### config.mk
export PLATFORM = sky130hd
export DESIGN_NAME = alu_accumulator
export DESIGN_NICKNAME = d
export VERILOG_FILES = /design/src/rtl/alu_accumulator_pkg.sv /design/src/rtl/alu_accumulator_shift_add_multiplier.sv /design/src/rtl/alu_accumulator.sv
export SDC_FILE = /design/constraint.sdc
export NUM_CORES = 1
export LEC_CHECK = 0
export CAP_MARGIN = 20
export CELL_PAD_IN_SITES_DETAIL_PLACEMENT = 1
export CELL_PAD_IN_SITES_GLOBAL_PLACEMENT = 1
export CORE_MARGIN = 1.5
export CORE_UTILIZATION = 43
export CTS_CLUSTER_DIAMETER = 50
export DETAILED_ROUTE_END_ITERATION = 10
export HOLD_SLACK_MARGIN = 0.12
export PLACE_DENSITY = 0.93
export RECOVER_POWER = 25
export SKIP_LAST_GASP = 1
export SLEW_MARGIN = 0
export SYNTH_ARGS = -nofsm -noshare
export SYNTH_HDL_FRONTEND = slang
export SYNTH_HIERARCHICAL = 1
export SYNTH_SLANG_ARGS = --single-unit
### constraint.sdc
create_clock -name clk -period 7.9 [get_ports clk]
set_clock_uncertainty 0.15 [all_clocks]
set_input_delay 1.975 -clock clk [delete_from_list [all_inputs] [get_ports clk]]
set_output_delay 1.975 -clock clk [all_outputs]
set_load 0.005 [all_outputs]
### src/rtl/alu_accumulator_pkg.sv
// Shared types for the execute-stage accumulator: operation codes and control states.
package alu_accumulator_pkg;

  typedef enum logic [2:0] {
    ALU_NOP,
    ALU_LOAD,
    ALU_ADD,
    ALU_SUB,
    ALU_MUL,
    ALU_INC,
    ALU_CLR,
    ALU_SHL
  } alu_op_t;

  typedef enum logic {
    ALU_IDLE,
    ALU_MUL_BUSY
  } alu_state_t;

  localparam int ALU_WIDTH_DEF = 12;

endpackage

### src/rtl/alu_accumulator_shift_add_multiplier.sv
// Sequential shift-add multiplier: one multiplier bit per cycle, LSB first.
// finish is high during the step whose edge brings the counter to WIDTH.
module shift_add_multiplier #(
  parameter int WIDTH = 12,
  parameter int CNT_W = $clog2(WIDTH + 1)
) (
  input  logic                 clk,
  input  logic                 rst,
  input  logic                 start,
  input  logic [WIDTH-1:0]     multiplicand,
  input  logic [WIDTH-1:0]     multiplier,
  output logic                 busy,
  output logic                 finish,
  output logic [2*WIDTH-1:0]   product_n
);

  logic [2*WIDTH-1:0] mcand_p0;
  logic [2*WIDTH-1:0] prod_p0;
  logic [WIDTH-1:0]   mplier_p0;
  logic [CNT_W-1:0]   cnt_p0;
  logic               busy_p0;

  // product value that the current step writes; the top captures it on finish
  always_comb begin
    product_n = prod_p0;
    if (mplier_p0[0]) begin
      product_n = prod_p0 + mcand_p0;
    end
  end

  assign finish = busy_p0 && (cnt_p0 == CNT_W'(WIDTH - 1));
  assign busy   = busy_p0;

  // ---- step register stage ----
  always_ff @(posedge clk) begin
    if (rst) begin
      busy_p0 <= 1'b0;
      cnt_p0  <= '0;
      prod_p0 <= '0;
    end else if (start) begin
      busy_p0   <= 1'b1;
      cnt_p0    <= '0;
      prod_p0   <= '0;
      mcand_p0  <= {{WIDTH{1'b0}}, multiplicand};
      mplier_p0 <= multiplier;
    end else if (busy_p0) begin
      prod_p0   <= product_n;
      mcand_p0  <= mcand_p0 << 1;
      mplier_p0 <= mplier_p0 >> 1;
      cnt_p0    <= cnt_p0 + CNT_W'(1);
      if (finish) begin
        busy_p0 <= 1'b0;
      end
    end
  end

endmodule

### src/rtl/alu_accumulator.sv
// Execute stage owning the accumulator AC, its zero/carry flags and a done strobe.
// Define ALU_MUL_EN to build the multi-cycle shift-add multiply; otherwise ALU_MUL acts as NOP.
module alu_accumulator
  import alu_accumulator_pkg::*;
#(
  parameter int WIDTH = 12,
  parameter int CNT_W = $clog2(WIDTH + 1)
) (
  input  logic             clk,
  input  logic             rst,
  input  logic [WIDTH-1:0] bus_in,
  input  alu_op_t          alu_op,
  input  logic             op_valid,
  output logic             op_ready,
  output logic [WIDTH-1:0] ac_out,
  output logic             z_flag,
  output logic             c_flag,
  output logic             done
);

  function automatic logic [WIDTH:0] add_c(input logic [WIDTH-1:0] a, input logic [WIDTH-1:0] b);
    return {1'b0, a} + {1'b0, b};
  endfunction

  // bit WIDTH of the difference is the unsigned borrow (b > a)
  function automatic logic [WIDTH:0] sub_b(input logic [WIDTH-1:0] a, input logic [WIDTH-1:0] b);
    return {1'b0, a} - {1'b0, b};
  endfunction

  alu_state_t       state_p1, state_n;
  logic [WIDTH-1:0] ac_p1, ac_n;
  logic             c_p1, c_n;
  logic             z_p1;
  logic             vld_p1, vld_n;

`ifdef ALU_MUL_EN
  logic               mul_start;
  logic               mul_busy;
  logic               mul_finish;
  logic [2*WIDTH-1:0] mul_product_n;

  shift_add_multiplier #(
    .WIDTH (WIDTH),
    .CNT_W (CNT_W)
  ) u_mul (
    .clk          (clk),
    .rst          (rst),
    .start        (mul_start),
    .multiplicand (ac_p1),
    .multiplier   (bus_in),
    .busy         (mul_busy),
    .finish       (mul_finish),
    .product_n    (mul_product_n)
  );
`endif

  always_comb begin
    state_n = state_p1;
    ac_n    = ac_p1;
    c_n     = c_p1;
    vld_n   = 1'b0;
`ifdef ALU_MUL_EN
    mul_start = 1'b0;
`endif
    case (state_p1)
      ALU_IDLE: begin
        if (op_valid) begin
          vld_n = 1'b1;
          case (alu_op)
            ALU_LOAD: begin
              ac_n = bus_in;
              c_n  = 1'b0;
            end
            ALU_CLR: begin
              ac_n = '0;
              c_n  = 1'b0;
            end
            ALU_ADD: {c_n, ac_n} = add_c(ac_p1, bus_in);
            ALU_SUB: {c_n, ac_n} = sub_b(ac_p1, bus_in);
            ALU_INC: {c_n, ac_n} = add_c(ac_p1, WIDTH'(1));
            ALU_SHL: {c_n, ac_n} = {ac_p1, 1'b0};
            ALU_MUL: begin
`ifdef ALU_MUL_EN
              // result appears only when the multiplier finishes
              mul_start = 1'b1;
              vld_n     = 1'b0;
              state_n   = ALU_MUL_BUSY;
`endif
            end
            default: ;
          endcase
        end
      end
      ALU_MUL_BUSY: begin
`ifdef ALU_MUL_EN
        if (mul_finish) begin
          ac_n    = mul_product_n[WIDTH-1:0];
          c_n     = |mul_product_n[2*WIDTH-1:WIDTH];
          vld_n   = 1'b1;
          state_n = ALU_IDLE;
        end else if (!mul_busy) begin
          state_n = ALU_IDLE;
        end
`else
        state_n = ALU_IDLE;
`endif
      end
      default: state_n = ALU_IDLE;
    endcase
  end

  // ---- accumulator / flag register stage ----
  always_ff @(posedge clk) begin
    if (rst) begin
      state_p1 <= ALU_IDLE;
      ac_p1    <= '0;
      c_p1     <= 1'b0;
      z_p1     <= 1'b1;
      vld_p1   <= 1'b0;
    end else begin
      state_p1 <= state_n;
      ac_p1    <= ac_n;
      c_p1     <= c_n;
      z_p1     <= (ac_n == '0);
      vld_p1   <= vld_n;
    end
  end

  assign op_ready = (state_p1 == ALU_IDLE);
  assign ac_out   = ac_p1;
  assign z_flag   = z_p1;
  assign c_flag   = c_p1;
  assign done     = vld_p1;

endmodule

* After elaboration in Yosys (flattened, before gate mapping) *
Index checks and enable logic that the tools add are counted.

word-level totals
  register bits = 15
  input bits = 18
  output and inout port bits = 16
  logic and storage cells = 21

cells by class
  add/sub/neg operators = 3
  eq/ne operators = 6
  multiplexer cells = 4
  reductions and logical operators = 4

operators by type and width
  kind                     number
  $pmux W12 S6             1
  $add A12 B1 Y13 const B  1
  $add A12 B12 Y13         1
  $sub A12 B12 Y13         1
  $logic_not A12 Y1        1
  $mux W12                 1
  $eq A3 B3 Y1 const B     3
  $eq A3 B2 Y1 const B     2
  $pmux W1 S5              1
  $reduce_bool A5 Y1       1
  $eq A3 B1 Y1 const B     1
  $reduce_and A2 Y1        1
  $reduce_or A2 Y1         1
  $mux W1                  1

* Depth between registers and ports, before layout *
  depth in word-level cells = 4
  depth in mapped cells = 13

* Worst setup path before layout *
Ideal clock, no wire load.

  path kind = input -> register
  from = input bus_in[0]
  to = register z_p1 (netlist: z_flag)
  library setup time = 116 ps
  data arrival time = 3977 ps
  data required time = 7634 ps
  path slack = 3657 ps
  stages = 11
  buffers on the path = 0
  cell sequence = ha_1 > fa_1 > nor2b_1 > o21ai_2 > a31oi_1 > a2111o_1 > o211ai_2 > nand2_1 > and3_1 > and4_1 > a41o_1

on the way
  word-level cells in the longest chain between the ends = 4
  elaborated cells between the ends (all ways) = 5
  those cells by class = add/sub: 2; mux: 2; reduce/logical: 1

RTL lines
  item                                                         RTL line                                      RTL
  start: declaration                                           alu_accumulator.sv:11                         input logic [WIDTH-1:0] bus_in,
  $sub A12 B12 Y13 / $add A12 B12 Y13 (equally long branches)  alu_accumulator.sv:27, alu_accumulator.sv:22
  $pmux W12 S6 *                                               alu_accumulator.sv:69                         case (alu_op)
  $mux W12 *                                                   alu_accumulator.sv:67                         if (op_valid) begin
  $logic_not A12 Y1 *                                          alu_accumulator.sv:124                        z_p1 <= (ac_n == '0);
  end signal: assignment                                       alu_accumulator.sv:124
  end: declaration                                             alu_accumulator.sv:33                         logic z_p1;

Every way passes the cells marked *; elsewhere a longest branch is shown, timed or not.
A chain may end at the register's enable or synchronous reset.

* Worst setup path after layout *
Ends and elaborated chain as after synthesis.

==> impl_metrics.tcl <==
set metrics [dict create \
    hold_viol 0 \
    clk_pin_slew_ns 0.06 \
    dp_hpwl_um 6060 \
    cts-root-buf "clkbuf_8" \
    clkSinkCount 15 \
    synthAdderAreaFrac 0.151 \
    hp-class "flop to flop" \
    syn_avg_cell_area_um2 6.99 \
    period_share 0.612 \
    wl_met2_um 3660 \
    syn_inst 334 \
    cts_tree "built" \
    start_kind "input pin" \
    p_per_area_nw_per_um2 117 \
    clock_latency_ns 0.25 \
    die-height_um 76.7 \
    yosys.area_share.simple 0.240 \
    num_rows 26 \
    fmax_mhz 207 \
    hp-start "c_flag$_SDFFE_PP0P_" \
    ant_nets 0 \
    drive_gt1_frac 0.0368 \
    overflow 0 \
    max-slew-margin-rel 0.394 \
    antenna_found_initial 0 \
    synth_seq_cells 15 \
    crit_start "bus_in[0]" \
    arrival_ns 4.83 \
    synth-xor-area-share 0.0450 \
    rrSetupSlack_ns 4.85 \
    grt_pass1_wl_um 13000 \
    ir_worst_vdd_mv 0.118 \
    met1_length_um 3680 \
    synth_edf_count 0 \
    ys.flop_type "dfxtp_1" \
    crit_fanout 3 \
    reg2reg_from "ac_out[0]$_SDFF_PP0_" \
    clockBufferDepth 2 \
    drv_cap 0 \
    initial_core_util 0.451 \
    fin_nets 399 \
    h-tree-depth 1 \
    met3_wirelength_um 225 \
    yosysSeqAreaShare 0.129 \
    fin_cells 423 \
    die_area_um2 5880 \
    drt_wl_total_um 7640 \
    worstMarginPinSlew_ns 0.905 \
    finalSetupViolCount 0 \
    detail_route.wl_per_cell_um 18.1 \
    top_layer "met4" \
    synth_compound_area_frac 0.338 \
    critical_path_class "input pin to flop" \
    drt_first_pass_iters 4 \
    post-route-min-period_ns 4.84 \
    synth_nets 379 \
    via_per_inst 6.10 \
    die_w_um 76.7 \
    setup_ws_ns 3.06 \
    grt_setup_unrepaired "false" \
    cts_hold_buf 0 \
    place.gp.congestion 0.926 \
    synth_top_family_by_area "compound AO/OA/AOI/OAI gates" \
    outcome "completed" \
    reg2regPathDepth 13 \
    r2r-end "z_flag$_SDFF_PP1_" \
    async_flop_share 0 \
    dp.cells 419 \
    diodes 0 \
    grt.total_usage 0.270 \
    yosys.cell_types.count 57 \
    portBuffers 32 \
    crit_end "z_flag$_SDFF_PP1_" \
    area_delta_synth_final_pct 16.1 \
    grt_max_degree 47 \
    p_leak_nw 1.11 \
    grt_pass1_vias 2611 \
    post-cts-setup-buffers 0 \
    cts_resized 0 \
    via_count 2580 \
    drc 0 \
    pre_cts_ws_ns 2.82 \
    slew_viol_final 0 \
    required_ns 7.89 \
    numCtsBuffers 3 \
    ys_warn_count 6 \
    core_area_um2 5170 \
    synthMuxAreaShare 0.0172 \
    endpoint_kind "flop" \
    tns_ns 0 \
    ios 34 \
    synthesis.area_um2 2330 \
    drt_iter0_drc 138 \
]
[layer usage]
layer / GRT usage / up-vias
li1: - / 1262
met1: 0.366 / 1256
met2: 0.462 / 55
met3: 0.0190 / 7
met4: 0.0630 / 0
met5: 0 / -
[power breakdown]
part           switching, mW  total [mW]  leakage [nW]  internal (mW)
Sequential            0.0132      0.0945         0.124         0.0813
Clock                 0.0261      0.0618        0.0228         0.0357
Combinational         0.0923       0.161         0.962         0.0692
Total                  0.132       0.318          1.11          0.186
[layout make-up]
| class | count | area, um2 |
|---|---|---|
| clock buffer | 4 | 45.0 |
| inverter | 26 | 97.6 |
| timing repair buffer | 33 | 328 |
| multi-input combinational | 275 | 1850 |
| tap | 70 | 87.6 |
| fill | 685 | 2460 |
| sequential | 15 | 300 |
[kinds of logic after synthesis]
kind of cell    count (synthesis)
other cells                     1
simple gates                  112
compound gates                119
fa+ha+maj                      27
buf+inv                        44
flops                          15
xor+xnor                       12
mux                             4
[critical path, cell delays in order]
cell and delay (ns):
clkdlybuf4s50_1 0.51, ha_1 0.21, inv_1 0.07, fa_1 0.42
a211oi_2 0.26, o21ai_2 0.10, a21oi_2 0.19, o21ai_1 0.13
mux2i_1 0.18, xnor2_1 0.13, o21ai_0 0.21, o211ai_1 0.16
a41o_1 0.27
[flip-flops by register name, summed over array words and instances, names as in the netlist]
register and flops:
ac_out 12, done 1, z_flag 1, c_flag 1
[worst min path at each step]
stage,to,cells past startpoint
6_report,c_flag$_SDFFE_PP0P_,2
5_1_grt,c_flag$_SDFFE_PP0P_,2
4_1_cts,c_flag$_SDFFE_PP0P_,2
3_5_place_dp,c_flag$_SDFFE_PP0P_,2
3_3_place_gp,c_flag$_SDFFE_PP0P_,2
2_1_floorplan,ac_out[8]$_SDFF_PP0_,2
[placed cells by master (no fill, tap or decap), types with 8 or more instances in the layout]
cell type,netlist,final
nand2_1,21,21
xnor2_1,8,8
a21oi_1,22,22
o21ai_1,12,12
nor2_1,31,31
ha_1,25,25
nor2b_1,10,10
nor3_1,11,11
a31oi_1,11,11
clkdlybuf4s50_1,0,25
o21ai_0,26,26
dfxtp_1,15,15
inv_1,26,26
[cell usage after synthesis, types with 10 or more instances]
| cell type | count | area, um2 |
|---|---|---|
| nor2_1 | 31 | 116 |
| inv_1 | 26 | 97.6 |
| o21ai_0 | 26 | 130 |
| ha_1 | 25 | 313 |
| a21oi_1 | 22 | 110 |
| nand2_1 | 21 | 78.8 |
| dfxtp_1 | 15 | 300 |
| o21ai_1 | 12 | 60.1 |
| a31oi_1 | 11 | 68.8 |
| nor3_1 | 11 | 55.1 |
| nor2b_1 | 10 | 62.6 |
[through the flow]
step           cell area, um2  power [mW]  utilization  hold WS [ns]
4_1_cts                  2710       0.320        0.524         0.460
3_5_place_dp             2660       0.255        0.515         0.452
6_report                 2710       0.318        0.524         0.455
5_1_grt                  2710       0.342        0.524         0.490
2_1_floorplan            2330       0.202            -         0.419
3_3_place_gp             2660       0.248        0.515         0.449
Note: power is estimated with default switching activity, not from simulation.
